### config.mk
export PLATFORM = sky130hd
export DESIGN_NAME = btn_event_classifier
export DESIGN_NICKNAME = d
export VERILOG_FILES = /design/src/rtl/btn_pkg.sv /design/src/rtl/btn_cycle_timer.sv /design/src/rtl/btn_event_classifier.sv
export SDC_FILE = /design/constraint.sdc
export NUM_CORES = 1
export LEC_CHECK = 0
export BUFFER_PORTS_ARGS = -buffer_cell sky130_fd_sc_hd__buf_2
export CAP_MARGIN = 30
export CORE_UTILIZATION = 44
export CTS_CLUSTER_SIZE = 20
export DETAILED_ROUTE_END_ITERATION = 8
export PLACE_DENSITY_LB_ADDON = 0.3
export SYNTH_ARGS = -nofsm -noshare
export SYNTH_HDL_FRONTEND = slang
export SYNTH_SLANG_ARGS = --single-unit
export TNS_END_PERCENT = 20
### constraint.sdc
create_clock -name clk -period 2.6 [get_ports clk]
set_input_delay 0 -clock clk [delete_from_list [all_inputs] [get_ports clk]]
set_output_delay 0 -clock clk [all_outputs]
set_load 0.02 [all_outputs]
### src/rtl/btn_pkg.sv
// Shared types and default timing constants for the button event classifier.
`timescale 1ns/100ps
package btn_pkg;

   typedef enum logic [2:0] {
      S_IDLE   = 3'd0,
      S_PRESS1 = 3'd1,
      S_WAIT2  = 3'd2,
      S_PRESS2 = 3'd3,
      S_HELD   = 3'd4
   } btn_state_t;

   localparam int DEF_LONG_CYC    = 1_000_000;
   localparam int DEF_DBL_GAP_CYC = 250_000;
   localparam int DEF_REPEAT_CYC  = 200_000;

   // Counter width sized by the largest of the three cycle parameters.
   function automatic int btn_cnt_width(input int a, input int b, input int c);
      int m;
      m = (a > b) ? a : b;
      m = (m > c) ? m : c;
      return (m < 2) ? 1 : $clog2(m);
   endfunction

endpackage

### src/rtl/btn_cycle_timer.sv
// Loadable saturating up-counter with a terminal-count compare flag.
`timescale 1ns/100ps
module btn_cycle_timer #(
   parameter int W = 8
) (
   input  logic         clk,
   input  logic         rst,
   input  logic         load_i,
   input  logic [W-1:0] load_val_i,
   input  logic         inc_i,
   input  logic [W-1:0] tc_val_i,
   output logic         tc_o
);

   logic [W-1:0] cnt_q;
   logic [W-1:0] cnt_d;

   // Load wins over increment; increment stops at all-ones instead of wrapping.
   always_comb begin
      cnt_d = cnt_q;
      if (load_i) begin
         cnt_d = load_val_i;
      end else if (inc_i && (cnt_q != '1)) begin
         cnt_d = cnt_q + W'(1);
      end
   end

   always_ff @(posedge clk or negedge rst) begin
      if (!rst) begin
         cnt_q <= '0;
      end else begin
         cnt_q <= cnt_d;
      end
   end

   assign tc_o = (cnt_q == tc_val_i);

endmodule

### src/rtl/btn_event_classifier.sv
// Classifies a debounced button into short, double and long presses.
// Optional auto-repeat while held is enabled by defining BTN_AUTOREPEAT_EN.
`timescale 1ns/100ps
module btn_event_classifier
   import btn_pkg::*;
#(
   parameter int LONG_CYC    = DEF_LONG_CYC,
   parameter int DBL_GAP_CYC = DEF_DBL_GAP_CYC,
   parameter int REPEAT_CYC  = DEF_REPEAT_CYC
) (
   input  logic clk,
   input  logic rst,
   input  logic i_btn,
   output logic o_short,
   output logic o_double,
   output logic o_long,
   output logic o_held,
   output logic o_repeat
);

   localparam int CW = btn_cnt_width(LONG_CYC, DBL_GAP_CYC, REPEAT_CYC);
   // The state-entry sample is the first of a run, so the count trails by one.
   localparam logic [CW-1:0] LONG_LAST = CW'(LONG_CYC - 2);
   localparam logic [CW-1:0] GAP_LAST  = CW'(DBL_GAP_CYC - 2);

   btn_state_t state_q;
   btn_state_t state_d;
   logic short_q, double_q, long_q, held_q;
   logic short_d, double_d, long_d;
   logic cnt_load, cnt_inc, cnt_tc;
   logic [CW-1:0] cnt_tc_val;

   assign cnt_tc_val = (state_q == S_WAIT2) ? GAP_LAST : LONG_LAST;

   always_comb begin
      state_d  = state_q;
      short_d  = 1'b0;
      double_d = 1'b0;
      long_d   = 1'b0;
      unique case (state_q)
         S_IDLE: begin
            if (i_btn) state_d = S_PRESS1;
         end
         S_PRESS1: begin
            if (!i_btn) begin
               state_d = S_WAIT2;
            end else if (cnt_tc) begin
               state_d = S_HELD;
               long_d  = 1'b1;
            end
         end
         S_WAIT2: begin
            if (i_btn) begin
               state_d = S_PRESS2;
            end else if (cnt_tc) begin
               state_d = S_IDLE;
               short_d = 1'b1;
            end
         end
         S_PRESS2: begin
            if (!i_btn) begin
               state_d  = S_IDLE;
               double_d = 1'b1;
            end else if (cnt_tc) begin
               state_d = S_HELD;
               long_d  = 1'b1;
            end
         end
         S_HELD: begin
            if (!i_btn) state_d = S_IDLE;
         end
         default: state_d = S_IDLE;
      endcase
   end

   assign cnt_load = (state_d != state_q);
   assign cnt_inc  = !cnt_load &&
                     ((state_q == S_PRESS1) || (state_q == S_WAIT2) || (state_q == S_PRESS2));

   btn_cycle_timer #(.W(CW)) u_cnt (
      .clk        (clk),
      .rst        (rst),
      .load_i     (cnt_load),
      .load_val_i ('0),
      .inc_i      (cnt_inc),
      .tc_val_i   (cnt_tc_val),
      .tc_o       (cnt_tc)
   );

   always_ff @(posedge clk or negedge rst) begin
      if (!rst) begin
         state_q  <= S_IDLE;
         short_q  <= 1'b0;
         double_q <= 1'b0;
         long_q   <= 1'b0;
         held_q   <= 1'b0;
      end else begin
         state_q  <= state_d;
         short_q  <= short_d;
         double_q <= double_d;
         long_q   <= long_d;
         held_q   <= (state_d == S_HELD);
      end
   end

   assign o_short  = short_q;
   assign o_double = double_q;
   assign o_long   = long_q;
   assign o_held   = held_q;

`ifdef BTN_AUTOREPEAT_EN
   localparam logic [CW-1:0] REP_LAST = CW'(REPEAT_CYC - 1);

   logic held_stay, rep_tc, rep_load, repeat_d, repeat_q;

   // Restarts on HELD entry and after each pulse; a release sample never pulses.
   assign held_stay = (state_q == S_HELD) && (state_d == S_HELD);
   assign repeat_d  = held_stay && rep_tc;
   assign rep_load  = ((state_d == S_HELD) && (state_q != S_HELD)) || repeat_d;

   btn_cycle_timer #(.W(CW)) u_rep (
      .clk        (clk),
      .rst        (rst),
      .load_i     (rep_load),
      .load_val_i ('0),
      .inc_i      (held_stay),
      .tc_val_i   (REP_LAST),
      .tc_o       (rep_tc)
   );

   always_ff @(posedge clk or negedge rst) begin
      if (!rst) begin
         repeat_q <= 1'b0;
      end else begin
         repeat_q <= repeat_d;
      end
   end

   assign o_repeat = repeat_q;
`else
   assign o_repeat = 1'b0;
`endif

endmodule

[Word level (Yosys, flattened, before mapping)]
Index checks and enable logic that the tools add are counted.
Storage, ports and cells
  input port bits: 3
  output and inout port bits: 5
  flip-flop bits (word level): 27
  word-level logic and storage cells: 41
Operators by class
  reductions and logical operators: 8
  eq/ne operators: 8
  add/subtract/negate cells: 1
  muxes and demuxes: 18
Operators by type and width (number)
  2-to-1 mux 20 bit: 3
  2-to-1 mux 3 bit: 7
  adder 20 x 1 -> 20 bit, second input constant: 1
  equality test 20 bit: 1
  != test 20 bit, second input constant: 1
  one-hot mux 3 bit (5 select lines): 1
  2-to-1 mux 1 bit: 7
  equality test 3 x 2 -> 1 bit, second input constant: 2
  equality test 3 bit, second input constant: 2
  equality test 3 x 1 -> 1 bit, second input constant: 1
  logical NOT 3 bit: 1
  != test 3 bit: 1
  logical AND 1 bit: 2
  logical OR 1 bit: 2
  nonzero test 2 bit: 1
  OR reduction 2 bit: 1
  logical NOT 1 bit: 1

[Longest topological paths before layout]
  depth in word-level cells: 12
  mapped depth: 7

[By module]
Synthesis repeated with hierarchy kept, for this count alone.
Second synthesis, totals
  cells, all modules: 208
  area, all modules: 1906.8 um^2
Modules (own cells, without submodules)
  btn_cycle_timer: cells an instance 171, sequential area each 500.5 um^2, times used 1, area an instance 1546.5 um^2
  btn_event_classifier: cells an instance 37, sequential area each 175.2 um^2, times used 1, area an instance 360.3 um^2

[Worst setup path before layout]
No wires, ideal clock.
  path type: reg2reg
  from: register u_cnt.cnt_q[12]
  to: register u_cnt.cnt_q[0]
  path buffers: 1
  stages on the path, launching flop included: 7
  setup time: 0.119 ns
  required time: 2.481 ns
  path slack: 0.690 ns
  data arrival time: 1.791 ns
  period minus slack after synthesis: 1.910 ns
  cells stage by stage: dfrtp_1 > or4b_1 > a2111oi_4 > o2111ai_4 > a21oi_4 > buf_6 > nor2_1
On the way
  cells in the longest elaborated chain, start to end: 9
Ends and longest elaborated chain
  from (decl): line btn_cycle_timer.sv:15  | logic [W-1:0] cnt_q;
  from (signal assigned): line btn_cycle_timer.sv:32  | cnt_q <= cnt_d;
  equality test 20 bit: line btn_cycle_timer.sv:36  | assign tc_o = (cnt_q == tc_val_i);
  2-to-1 mux 3 bit, on equally long branches: line btn_event_classifier.sv:47, btn_event_classifier.sv:64, btn_event_classifier.sv:55
  2-to-1 mux 3 bit, on equally long branches: line btn_event_classifier.sv:61, btn_event_classifier.sv:45, btn_event_classifier.sv:53
  one-hot mux 3 bit (5 select lines): line btn_event_classifier.sv:40  | unique case (state_q)
  != test 3 bit: line btn_event_classifier.sv:76  | assign cnt_load = (state_d != state_q);
  logical NOT 1 bit: line btn_event_classifier.sv:77  | assign cnt_inc = !cnt_load &&
  logical AND 1 bit: line btn_event_classifier.sv:77
  logical AND 1 bit: line btn_cycle_timer.sv:23  | end else if (inc_i && (cnt_q != '1)) begin
  nonzero test 2 bit (no line)
Parallel ways exist; a longest one is shown, timed or not.
A chain may end at the register's enable or synchronous reset.

[Worst setup path after layout]
  from: register u_cnt.cnt_q[0]
  to: register u_cnt.cnt_q[10]
Same word-level chain as after synthesis.

==> reports/metrics.yaml <==
status: "finished clean"
fin_skew_ns: 0.00998
end_kind: "flop"
cts_tree: "yes"
synth_seq_area_share_pct: 42.9
io_buffers: 6
setup_tns_ns: 0
clockRootBuffer: "clkbuf_4"
grt_pass1_wl_um: 5200
clock_latency_ns: 0.32
cpMaxStageDelayCell: "nor2_1"
cpPeakStageDelay_ns: 0.57
wl_um: 3110
drt-vias-per-instance: 5.76
ctsResizeCount: 0
hold_path.class: "primary input to asynchronous set/reset pin"
fmax_ghz: 0.458
drc: 0
cts_setup_buffers: 0
cts_buffers: 3
startpoint_type: "flop"
synthCells: 161
synthToLayoutAreaGrowth_pct: 6.11
relSlewSlack_pct: 54.8
worstSetupPathType: "flop to flop"
hold_viol: 0
via_count: 1232
drive_above_1_share_pct: 13.7
first_global_vias: 1143
antenna_left: 0
grt_setup_unrepaired: "false"
post-dp-hpwl_um: 2230
die-area_sq_mm: 0.00383
peakVddDrop_v: 0.000252
grt_overflow_total: 0
antenna_found_initial: 0
path_cells: "ha_1, nand3_1, nor2_1, nor4bb_1, xnor2_1, nor2_1"
yosysWarnings: 0
fin_crit_sh_pct: 83.9
place_ws_ns: 0.444
cap_viol_max_count: 0
cp_common_cell: "nor2_1"
ys_types: 40
min_period_ns: 2.18
syn_area_per_cell_sq_um: 9.79
gp_congestion: 0.861
cp_max_fo: 10
die_h_um: 61.9
syn_nets: 166
setup_viol: 0
report.final.slew_viol_count: 0
track_usage_pct: 18.9
ys_ff_latch: 27
fin_nets: 174
htree_levels: 1
worstMarginPinSlew_ns: 0.675
antennaDiodeCount: 0
drtPass1Iterations: 4
arrival_ns: 2.39
cts_hold_buffers: 2
rows: 21
avgRoutedWirePerCell_um: 14.5
synth_area_sq_mm: 0.00158
p_per_area_mw_per_mm2: 432
clk_pin_slew_ns: 0.14
grt_max_degree: 28
p_leak_nw: 0.637
crit_required_ns: 2.81
start_util_pct: 46.5
core_area_sq_mm: 0.00339
clk_path_buf_depth: 2
drt-initial-drc-count: 78
fin_ws_ns: 0.418
ioPinCount: 8
cts.sinks: 27
die_w_um: 61.9
final_util_pct: 49.4
cells by family after synthesis:
family	Yosys count	share of synthesized area (%)
buffers and inverters	11	4.05
AO/OA/AOI/OAI	35	17.1
adder cells (fa/ha/maj)	2	1.59
AND/OR/NAND/NOR	73	27.5
flip-flops	27	42.9
multiplexers	1	0.635
other	1	0.238
XOR/XNOR	11	6.11
per-stage QoR:
stage | hold WS (ns) | cell area [sq um] | total power [W] | instances
final | 0.198 | 1670 | 0.000723 | 214
after global routing | 0.242 | 1670 | 0.000768 | 214
after CTS | 0.210 | 1670 | 0.000740 | 214
after detailed placement | 0.0395 | 1630 | 0.000554 | 208
after global placement | 0.0387 | 1630 | 0.000549 | 208
after floorplan | -0.296 | 1580 | 0.000529 | 161
critical path: cells and delay by family (launching register included):
kind          cells  cell delay (ns)
fa+ha+maj         1             0.18
flops             1             0.44
simple gates      4             1.28
xor+xnor          1             0.17
flip-flops by register name, indices dropped and copies added, names as in the netlist:
| name | cells |
|---|---|
| o_double | 1 |
| o_held | 1 |
| o_long | 1 |
| o_short | 1 |
| state_q | 3 |
| u_cnt.cnt_q | 20 |
cell type report:
class                           instances  area [sq um]
Multi-Input combinational cell        123           837
Timing Repair Buffer                    9          57.6
Fill cell                             316          1720
Inverter                                5          18.8
Sequential cell                        27           676
Tap cell                               46          57.6
Clock buffer                            4          26.3
path summary, 6_finish.rpt:
kind / start / end / slack, ns / depth (start not counted)
min in group clk: i_btn / state_q[2] / 0.50 / 3
max in group asynchronous: rst / u_cnt.cnt_q[7] / 2.02 / 2
max: u_cnt.cnt_q[0] / u_cnt.cnt_q[10] / 0.42 / 6
min reg2reg: u_cnt.cnt_q[6] / u_cnt.cnt_q[6] / 0.59 / 2
max reg2reg: u_cnt.cnt_q[0] / u_cnt.cnt_q[10] / 0.42 / 6
min: rst / u_cnt.cnt_q[12] / 0.20 / 2
synth_stat cells (all sizes together):
master	n	area (sq um)
nor2	20	85.1
o31ai	1	7.51
a211oi	7	52.6
o211ai	1	7.51
buf	6	45.0
or4b	2	23.8
o21bai	1	18.8
xor2	3	26.3
ha	2	25.0
and4	3	26.3
or2	2	12.5
nor4bb	2	20.0
conb	1	3.75
a2111oi	1	27.5
a21o	1	7.51
nand4	4	25.0
xnor2	8	70.1
or3	8	50.1
and2	2	12.5
or4	1	7.51
nand2	9	33.8
nand2b	3	18.8
a21oi	13	76.3
nor4b	1	8.76
o2111ai	1	26.3
dfrtp	27	676
mux2i	1	10.0
nand4b	1	8.76
nor3	4	20.0
o21ai	9	45.0
nand3	8	40.0
nor4	3	40.0
inv	5	18.8
metal layers:
layer | GRT usage, % | part of all wire (%)
met1 | 23.5 | 44
met2 | 32.4 | 50
met3 | 2.48 | 3.2
met4 | 9.21 | 2.2
met5 | 0 | 0
where the power goes:
group / internal, W / switching [W]
sequential: 0.000435 / 0.0000231
combinational: 0.0000325 / 0.0000573
clock: 0.0000600 / 0.000115
layout by cell type, fill, tap and decap left out, drive strengths merged, types with 3 or more instances in the layout:
master  count
a211oi      7
a21oi      13
and4        3
buf         7
clkbuf      4
dfrtp      27
inv         5
nand2       9
nand2b      3
nand3       8
nand4       4
nor2       20
nor3        4
nor4        3
o21ai       9
or3         8
xnor2       8
xor2        3
(Power assumes the default switching activity.)
